===== src/rtl/restoring_divider.sv =====
// Sequential unsigned restoring divider: one quotient bit per clock, with the
// trial subtraction done by a ripple chain of full_adder cells (a + ~b + 1).

module full_adder (
  input  logic a,
  input  logic b,
  input  logic cin,
  output logic sum,
  output logic cout
);
  assign sum  = a ^ b ^ cin;
  assign cout = (a & b) | (cin & (a ^ b));
endmodule

module restoring_divider #(
  parameter int WIDTH = 8
) (
  input  logic             clk,
  input  logic             rst,
  input  logic             start,
  input  logic [WIDTH-1:0] dividend,
  input  logic [WIDTH-1:0] divisor,
  output logic             busy,
  output logic             done,
  output logic [WIDTH-1:0] quotient,
  output logic [WIDTH-1:0] remainder,
  output logic             div_by_zero
);
  localparam int CW = $clog2(WIDTH);

  typedef enum logic [1:0] {IDLE, CALC, FINISH} state_t;

  state_t           state;
  logic [WIDTH-1:0] q, d;
  // Stored partial remainder drops bit WIDTH: it is zero after every update.
  logic [WIDTH-1:0] r;
  logic [CW-1:0]    cnt;

  logic [WIDTH:0]   r_sh, nd, t;
  logic [WIDTH+1:0] c;
  logic             no_borrow;
  logic [WIDTH-1:0] q_next, r_next;

  assign r_sh = {r, q[WIDTH-1]};
  assign nd   = ~{1'b0, d};
  assign c[0] = 1'b1;

  for (genvar i = 0; i <= WIDTH; i++) begin : g_sub
    full_adder u_fa (
      .a   (r_sh[i]),
      .b   (nd[i]),
      .cin (c[i]),
      .sum (t[i]),
      .cout(c[i+1])
    );
  end

  // Carry-out and ~T[WIDTH] agree for every reachable R'/D pair.
  assign no_borrow = ~t[WIDTH] & c[WIDTH+1];
  assign r_next    = no_borrow ? t[WIDTH-1:0] : r_sh[WIDTH-1:0];
  assign q_next    = {q[WIDTH-2:0], no_borrow};

  always_ff @(posedge clk) begin
    if (rst) begin
      state       <= IDLE;
      q           <= '0;
      d           <= '0;
      r           <= '0;
      cnt         <= '0;
      busy        <= 1'b0;
      done        <= 1'b0;
      quotient    <= '0;
      remainder   <= '0;
      div_by_zero <= 1'b0;
    end else begin
      done <= 1'b0;
      case (state)
        CALC: begin
          q   <= q_next;
          r   <= r_next;
          cnt <= cnt + 1'b1;
          if (cnt == CW'(WIDTH - 1)) begin
            state     <= FINISH;
            busy      <= 1'b0;
            done      <= 1'b1;
            quotient  <= q_next;
            remainder <= r_next;
          end
        end
        default: begin
          // IDLE and FINISH both accept a new request (back-to-back from FINISH).
          state <= IDLE;
          if (start) begin
            if (divisor != '0) begin
              q           <= dividend;
              d           <= divisor;
              r           <= '0;
              cnt         <= '0;
              div_by_zero <= 1'b0;
              busy        <= 1'b1;
              state       <= CALC;
            end else begin
              quotient    <= '1;
              remainder   <= dividend;
              div_by_zero <= 1'b1;
              done        <= 1'b1;
              state       <= FINISH;
            end
          end
        end
      endcase
    end
  end
endmodule


===== config.mk =====
export PLATFORM = sky130hd
export DESIGN_NAME = restoring_divider
export DESIGN_NICKNAME = d
export VERILOG_FILES = /design/src/rtl/restoring_divider.sv
export SDC_FILE = /design/constraint.sdc
export NUM_CORES = 1
export LEC_CHECK = 0
export CORE_UTILIZATION = 36
export CTS_CLUSTER_SIZE = 30
export DETAILED_ROUTE_END_ITERATION = 16
export DONT_BUFFER_PORTS = 1
export PLACE_DENSITY_LB_ADDON = 0.1
export REMOVE_ABC_BUFFERS = 1
export SYNTH_ARGS = -nofsm -noshare
export SYNTH_HDL_FRONTEND = slang
export SYNTH_SLANG_ARGS = --single-unit

===== constraint.sdc =====
create_clock -name clk -period 3.6 [get_ports clk]
set_input_delay 0.54 -clock clk [delete_from_list [all_inputs] [get_ports clk]]
set_output_delay 0.54 -clock clk [all_outputs]
set_load 0.01 [all_outputs]

=== Word-level counts from Yosys, hierarchy flattened ===
Index checks and enable logic that the tools add are counted.

* Output and inout port bits: 19
* Logic and storage cells: 101
* Input bits: 19
* Register bits: 48

* Add/sub/neg operators: 1
* Bitwise operators: 48
* Mux-type cells: 30
* Reduce and logical (&&, ||, !) cells: 8
* Equal/unequal tests: 4

{| class="wikitable"
|+ Operator list
! cell !! number
|-
| $mux W8 || 15
|-
| $and A1 B1 Y1 || 18
|-
| $xor A1 B1 Y1 || 17
|-
| $mux W3 || 3
|-
| $not A8 Y9 || 1
|-
| $or A1 B1 Y1 || 9
|-
| $reduce_and A3 Y1 || 3
|-
| $mux W1 || 8
|-
| $mux W2 || 4
|-
| $reduce_bool A8 Y1 || 1
|-
| $reduce_and A2 Y1 || 2
|-
| $reduce_bool A2 Y1 || 2
|-
| $add A3 B1 Y3 const B || 1
|-
| $eq A3 B3 Y1 const B || 1
|-
| $not A1 Y1 || 3
|-
| $eq A2 B1 Y1 const B || 1
|-
| $ne A2 B1 Y1 const B || 1
|-
| $ne A2 B2 Y1 const B || 1
|}

=== Depth between registers and ports, before layout ===
* Word-level depth: 23
* Mapped depth: 17
* Gate-level depth less buffers: 16

=== Hierarchy ===
A second synthesis with hierarchy kept.

* Cells, all modules: 218
* Area, all modules: 2182.1 sq um

{| class="wikitable"
|+ Modules (own cells, without submodules)
! module !! cells an instance !! sequential area each (sq um) !! instances !! area an instance (sq um)
|-
| restoring_divider || 209 || 960.9 || 1 || 2001.9
|-
| full_adder || 1 || 0.0 || 9 || 20.0
|}

=== Worst setup path after synthesis ===
OpenSTA, ideal clock, no wires.

* Kind: register to register
* Start: register q[7]
* End: register remainder[4]
* Period minus slack after synthesis: 3.904 ns
* Path buffers: 1
* Stages on the path, launching flop included: 18
* Data required time: 3.467 ns
* Setup time: 0.133 ns
* Slack: -0.304 ns
* Arrival time: 3.771 ns
* Path through: dfxtp_1 -> inv_1 -> ha_1 -> inv_1 -> fa_1 -> fa_1 -> inv_1 -> fa_1 -> fa_1 -> fa_1 -> fa_1 -> inv_1 -> fa_1 -> xnor2_1 -> clkbuf_1 -> nor3_1 -> a31oi_1 -> a311oi_1

* Word-level cells in the longest chain between the ends: 22
* Elaborated cells on any way between the ends: 26
* Those cells by class: mux: 3; bitwise: 23

{| class="wikitable"
|+ RTL lines
! element !! line !! source
|-
| start: declaration || 34 || <nowiki>logic [WIDTH-1:0] q, d;</nowiki>
|-
| start signal: assignment || 79 || <nowiki>q <= q_next;</nowiki>
|-
| start signal: assignment || 95 || <nowiki>q <= dividend;</nowiki>
|-
| $and A1 B1 Y1 / $xor A1 B1 Y1 (equally long branches) || 12 || <nowiki>assign cout = (a & b) | (cin & (a ^ b));</nowiki>
|-
| $or A1 B1 Y1 * || 12 ||
|-
| $and A1 B1 Y1 * || 12 ||
|-
| $or A1 B1 Y1 * || 12 ||
|-
| $and A1 B1 Y1 * || 12 ||
|-
| $or A1 B1 Y1 * || 12 ||
|-
| $and A1 B1 Y1 * || 12 ||
|-
| $or A1 B1 Y1 * || 12 ||
|-
| [... 6 more ...] || n/a ||
|-
| $and A1 B1 Y1 || 12 ||
|-
| $or A1 B1 Y1 || 12 ||
|-
| $and A1 B1 Y1 / $xor A1 B1 Y1 (equally long branches) || 12, 11 ||
|-
| $or A1 B1 Y1 / $not A1 Y1 (equally long branches) || 12, 59 ||
|-
| $and A1 B1 Y1 || 59 || <nowiki>assign no_borrow = ~t[WIDTH] & c[WIDTH+1];</nowiki>
|-
| $mux W8 * || 60 || <nowiki>assign r_next = no_borrow ? t[WIDTH-1:0] : r_sh[WIDTH-1:0];</nowiki>
|-
| $mux W8 * || 82 || <nowiki>if (cnt == CW'(WIDTH - 1)) begin</nowiki>
|-
| $mux W8 * || 77 || <nowiki>case (state)</nowiki>
|-
| end signal: assignment || 87 || <nowiki>remainder <= r_next;</nowiki>
|-
| end signal: assignment || 104 || <nowiki>remainder <= dividend;</nowiki>
|-
| end: declaration || 26 || <nowiki>output logic [WIDTH-1:0] remainder,</nowiki>
|}

Mark *: on every way between the ends. The rest lies on a longest branch, timed or not. The select of a mux whose other input is x is not followed.
A chain may end at the register's enable or synchronous reset.

=== Final worst setup path ===
* Start: register q[7]
* End: register remainder[7]

* Word-level cells in the longest chain between the ends: 22
* Elaborated cells on any way between the ends: 26
* Those cells by class: mux: 3; bitwise: 23

{| class="wikitable"
|+ RTL lines
! element !! line
|-
| $and A1 B1 Y1 / $xor A1 B1 Y1 (equally long branches) || 12
|-
| $or A1 B1 Y1 * || 12
|-
| $and A1 B1 Y1 * || 12
|-
| $or A1 B1 Y1 * || 12
|-
| $and A1 B1 Y1 * || 12
|-
| $or A1 B1 Y1 * || 12
|-
| $and A1 B1 Y1 * || 12
|-
| $or A1 B1 Y1 * || 12
|-
| [... 6 more ...] || n/a
|-
| $and A1 B1 Y1 || 12
|-
| $or A1 B1 Y1 || 12
|-
| $and A1 B1 Y1 / $xor A1 B1 Y1 (equally long branches) || 12, 11
|-
| $or A1 B1 Y1 / $not A1 Y1 (equally long branches) || 12, 59
|-
| $and A1 B1 Y1 || 59
|-
| $mux W8 * || 60
|-
| $mux W8 * || 82
|-
| $mux W8 * || 77
|}

Marks and branches as above.

==> results by stage <==
Critical path:
- The worst setup path is captured at a register.
- The worst register-to-register path has a setup slack of -50 ps.
- The endpoint identified for the worst register-to-register timing path is remainder[7].
- In this run the worst setup path begins at q[7].
- The arrival time at the worst endpoint is 3840 ps.
- The required time of the critical path is ~3800 ps.
- The endpoint of the most critical setup path is remainder[7].
- The critical path is of the register to register type.
- Measured in cells, the most critical reg-to-reg path has a length of 18.
- In this run the critical register-to-register path is launched from q[7].
- In this run the worst path has a maximum fanout of 5.
- The launching element type of the critical path is a register.

Floorplan:
- After floorplanning, the core was sized to cover 0.00564 sq mm.
- Measured along the x axis, the die boundary spans 79.4 microns.
- Once the floorplan was initialized, standard cells occupied 38.2% of the core.
- During I/O placement, the number of pins put on the boundary was 38.
- The area enclosed by the die boundary is 0.00630 sq mm.
- In this run the vertical extent of the chip is 79.4 microns.
- The total number of placement rows is 27.

Yosys:
- Counting flops and latches in the post-synthesis netlist gives 48.
- After Yosys synthesis, and, or, nand and nor cells account for 12.1% of the synthesized area.
- After synthesis, the share of flip-flops with an asynchronous set or reset is 0%.
- The number of library cell types mapped by synthesis is 35.
- The synthesized design devotes to its leading area cell type 44.6% of total area.
- Of the total synthesized cell area, the portion taken by XOR and XNOR cells is 0.407%.
- The gate count of the mapped netlist is 230.
- Of the total synthesized cell area, the portion taken by full adders, half adders and majority gates is 8.25%.
- The combined area of all synthesized cells is about 0.0022 sq mm.
- After synthesis, the cell types taking the most area are sky130_fd_sc_hd__dfxtp_1 (45%), sky130_fd_sc_hd__fa_1 (6.5%), sky130_fd_sc_hd__a21oi_1 (5.3%).
- The Yosys step of the flow raised 0 warnings.
- Summing the areas of all compound-gate instances in the mapped netlist gives 22.9% of the synthesized area.
- The main combinational cell family by area after synthesis is compound AO/OA/AOI/OAI gates.
- The synthesized design spends more area on one cell type than any other, namely sky130_fd_sc_hd__dfxtp_1.
- The post-synthesis mux area share is 5.11%.
- Among all flip-flop cells after synthesis, the most frequent one is sky130_fd_sc_hd__dfxtp_1.
- The synthesized design contains 0 enable-type register cells.
- The post-synthesis sequential area ratio is 44.6%.
- Dividing the synthesized area by the synthesized cell count gives roughly 9.4 sq um.

Place:
- Before CTS, the worst setup slack after placement is -495 ps.
- Once detailed placement completed, the half-perimeter wirelength came to 3.66 mm.
- The number of input and output port buffers inserted is 0.
- The routability-driven placement congestion ratio is 0.875.

Power:
- The cell-internal power is 943 uW.
- The clock network accounts for 32.8% of the total power.
- The worst voltage drop across the vdd grid is 0.000183 V.
- The cell area power density is between 500 and 600 mW/mm^2.
- In this run the static leakage power is 0.908 nW.
- The switching power of the nets is 340 uW.
- In this run switching power makes up between 20% and 30% of total power.
- Per report_power, the combinational group accounts for 22.1% of the total.
- Of the total power, registers draw 45.0%.

STA:
- The headroom to the max-slew limit is 35.1%.
- The post-layout worst setup margin is -46.1 ps.
- The count of endpoints failing hold in the final timing report came to 0.
- Timing would allow up to 0.274 GHz.
- The number of slew-limit violations in the final report is 0.
- The worst clock skew is 8.17 ps.
- Setup repair after global routing could not meet its margin everywhere.
- The final period utilization is 101%.
- The time the final worst path needs with I/O delays and setup is 3650 ps.
- The pin slew with the least headroom to its limit is 971 ps.
- The final-report setup violation count is 4.

Route:
- In the final routed layout, each cell accounts on average for 17.1 microns.
- After detailed routing, the number of remaining DRC violations is 0.
- Wires add up to 5.21 mm.
- The first detailed-routing pass ran for 4 iterations.
- Dividing the detail-routed via count by the number of cells gives about 5.5.
- The first-iteration detailed-routing DRC count is between 100 and 150.
- The remaining antenna violation count is 0.
- The final route contains 1685 vias.

Global route:
- The total overflow left after global routing is 0.
- The global-route wire length before repair is 8.56 mm.
- The number of antenna violations at the first check in global routing was 0.
- Entering global routing, the biggest net connects 33 pins.
- Global routing used 18.1% of the available tracks.
- The number of global-route vias before repair was around 1700.

Hold path:
- The min-delay analysis places its worst path in the category input pin to register.

Clock tree:
- The cell at the root of the clock tree is sky130_fd_sc_hd__clkbuf_8.
- Buffers inserted to repair hold after CTS numbered 0.
- The clock latency of the later-clocked register in the worst-skew pair is 300 ps.
- The number of clock buffers added by TritonCTS is 5.
- The clock-pin slew of the registers on the worst-case setup and hold paths is 90 ps.
- The clock sink total is 48.
- The maximum clock path buffer count is 2.
- The CTS tree is built.
- The H-tree depth reported by CTS is 2.

Finish:
- The layout cell share with drive strength beyond 1 is 20.7%.
- The net count of the finished layout is 260.
- The area added between synthesis and finish is 16.1%.
- 0 antenna diodes ended up in the layout.
- The utilization after layout is 44.3%.
- The number of fill cells is approximately 530.

Outcome:
- The flow ran to the end, but the final reports show violations.
- The checks that failed: negative setup slack.

Run:
- Across the run, the number of max-cap violations was 0.
==> how the worst min path moves through the flow <==
stage	start	endpoint	slack, ps	cells past startpoint
CTS	rst	d[0]	290	1
global placement	cnt[2]	cnt[2]	450	2
finish	rst	d[0]	300	1
global route	rst	d[0]	270	1
floorplan	cnt[1]	cnt[1]	440	2
detailed placement	cnt[1]	cnt[1]	460	2
==> cell usage in the layout, fill, tap and decap left out, types with 2 or more instances in the layout <==
| cell type | instances |
|---|---|
| sky130_fd_sc_hd__dfxtp_1 | 46 |
| sky130_fd_sc_hd__a21oi_1 | 23 |
| sky130_fd_sc_hd__nor2_1 | 21 |
| sky130_fd_sc_hd__nand2_1 | 18 |
| sky130_fd_sc_hd__buf_4 | 10 |
| sky130_fd_sc_hd__inv_1 | 9 |
| sky130_fd_sc_hd__o21ai_0 | 9 |
| sky130_fd_sc_hd__mux2i_1 | 8 |
| sky130_fd_sc_hd__nand3_1 | 8 |
| sky130_fd_sc_hd__o221a_1 | 7 |
| sky130_fd_sc_hd__fa_2 | 7 |
| sky130_fd_sc_hd__clkbuf_8 | 7 |
| sky130_fd_sc_hd__a311oi_1 | 6 |
| sky130_fd_sc_hd__inv_2 | 5 |
| sky130_fd_sc_hd__nor3_1 | 4 |
| sky130_fd_sc_hd__a31oi_2 | 3 |
| sky130_fd_sc_hd__o22a_1 | 3 |
| sky130_fd_sc_hd__a211oi_1 | 3 |
| sky130_fd_sc_hd__a31o_1 | 3 |
| sky130_fd_sc_hd__nand2b_1 | 2 |
| sky130_fd_sc_hd__o21a_1 | 2 |
| sky130_fd_sc_hd__a31oi_1 | 2 |
| sky130_fd_sc_hd__mux2i_4 | 2 |
| sky130_fd_sc_hd__ha_1 | 2 |
| sky130_fd_sc_hd__dfxtp_2 | 2 |
| sky130_fd_sc_hd__buf_6 | 2 |
==> critical path, cell delays in order (launching register included) <==
cell and delay (ps):
sky130_fd_sc_hd__dfxtp_2 340, sky130_fd_sc_hd__inv_2 40, sky130_fd_sc_hd__ha_4 150, sky130_fd_sc_hd__inv_2 40, sky130_fd_sc_hd__fa_2 180, sky130_fd_sc_hd__fa_2 200
sky130_fd_sc_hd__inv_2 40, sky130_fd_sc_hd__fa_2 330, sky130_fd_sc_hd__fa_2 340, sky130_fd_sc_hd__fa_2 340, sky130_fd_sc_hd__fa_2 340, sky130_fd_sc_hd__inv_2 70
sky130_fd_sc_hd__fa_2 190, sky130_fd_sc_hd__xnor2_1 110, sky130_fd_sc_hd__buf_4 160, sky130_fd_sc_hd__buf_12 120, sky130_fd_sc_hd__mux2i_4 220, sky130_fd_sc_hd__a211oi_1 100
sky130_fd_sc_hd__a31o_1 210
==> synth_stat cells (2+ instances only) <==
cell	count
sky130_fd_sc_hd__a21oi_1	23
sky130_fd_sc_hd__dfxtp_1	48
sky130_fd_sc_hd__o22a_1	3
sky130_fd_sc_hd__inv_1	13
sky130_fd_sc_hd__a31o_1	3
sky130_fd_sc_hd__nand2b_1	2
sky130_fd_sc_hd__o21ai_0	9
sky130_fd_sc_hd__o221a_1	7
sky130_fd_sc_hd__buf_6	2
sky130_fd_sc_hd__a311oi_1	6
sky130_fd_sc_hd__nand3_1	8
sky130_fd_sc_hd__clkbuf_1	14
sky130_fd_sc_hd__a31oi_1	5
sky130_fd_sc_hd__o21a_1	2
sky130_fd_sc_hd__fa_1	7
sky130_fd_sc_hd__buf_2	2
sky130_fd_sc_hd__nor3_1	6
sky130_fd_sc_hd__mux2i_1	11
sky130_fd_sc_hd__a211oi_1	4
sky130_fd_sc_hd__ha_1	3
sky130_fd_sc_hd__nor2_1	21
sky130_fd_sc_hd__nand2_1	18
==> cell type report <==
class | instances | area (sq um) | share of cell area [%]
timing repair buffer | 13 | 118 | 4.70
inverter | 14 | 52.6 | 2.10
clock buffer | 7 | 96.3 | 3.85
multi-input combinational | 149 | 1150 | 46.0
clock inverter | 1 | 30.0 | 1.20
sequential | 48 | 963 | 38.5
tap | 72 | 90.1 | 3.60
==> repair_timing <==
action / 4_1_cts / 5_1_grt
resized for setup: 24 / 5
pin swaps: 10 / 4
setup buffers: 3 / 0
setup endpoints to repair: 18 / 16
gates cloned: 0 / 0
hold endpoints to repair: 0 / 0
==> cell families (layout without fill, tap and decap cells) <==
kind of cell    count (synthesis)  count (layout)
compound gates                 68              68
xor+xnor                        1               1
fa+ha+maj                      10              10
buf+inv                        33              35
flops                          48              48
mux                            11              11
simple gates                   59              59
==> metal layers <==
| metal | GRT usage, % | part of all wire [%] | wire, microns | vias up |
|---|---|---|---|---|
| met1 | 22.9 | 44 | 2290 | 800 |
| met5 | 0 | 0 | 0 | - |
| met4 | 6.36 | 1.2 | 61 | 0 |
| met3 | 5.86 | 7.2 | 375 | 9 |
| li1 | - | - | - | 816 |
| met2 | 28.9 | 48 | 2480 | 60 |
==> flip-flops by register name, summed over array words and instances (netlist names) <==
| name | cells |
|---|---|
| d | 8 |
| q | 8 |
| quotient | 8 |
| r | 8 |
| remainder | 8 |
| cnt | 3 |
| state | 2 |
| busy | 1 |
| div_by_zero | 1 |
| done | 1 |
==> stage by stage <==
stage                     instance area (sq um)  power, mW  hold slack, ps  std cells  TNS (ps)
after global placement                     2230      0.783             450        293     -4740
after floorplan                            2070      0.715             441        211     -4570
after detailed placement                   2230      0.785             459        293     -5290
after CTS                                  2470       1.27             286        304     -43.4
after global routing                       2500       1.36             274        304     -1360
final                                      2500       1.28             300        304      -118
==> power by group through the flow <==
stage	Clock (mW)	Combinational (mW)	Sequential, mW
after floorplan	0	0.133	0.583
after global placement	0	0.195	0.588
after detailed placement	0	0.197	0.588
after CTS	0.434	0.261	0.578
after global routing	0.462	0.311	0.582
final	0.421	0.284	0.578
No activity file was read; power rests on OpenSTA's default activity.
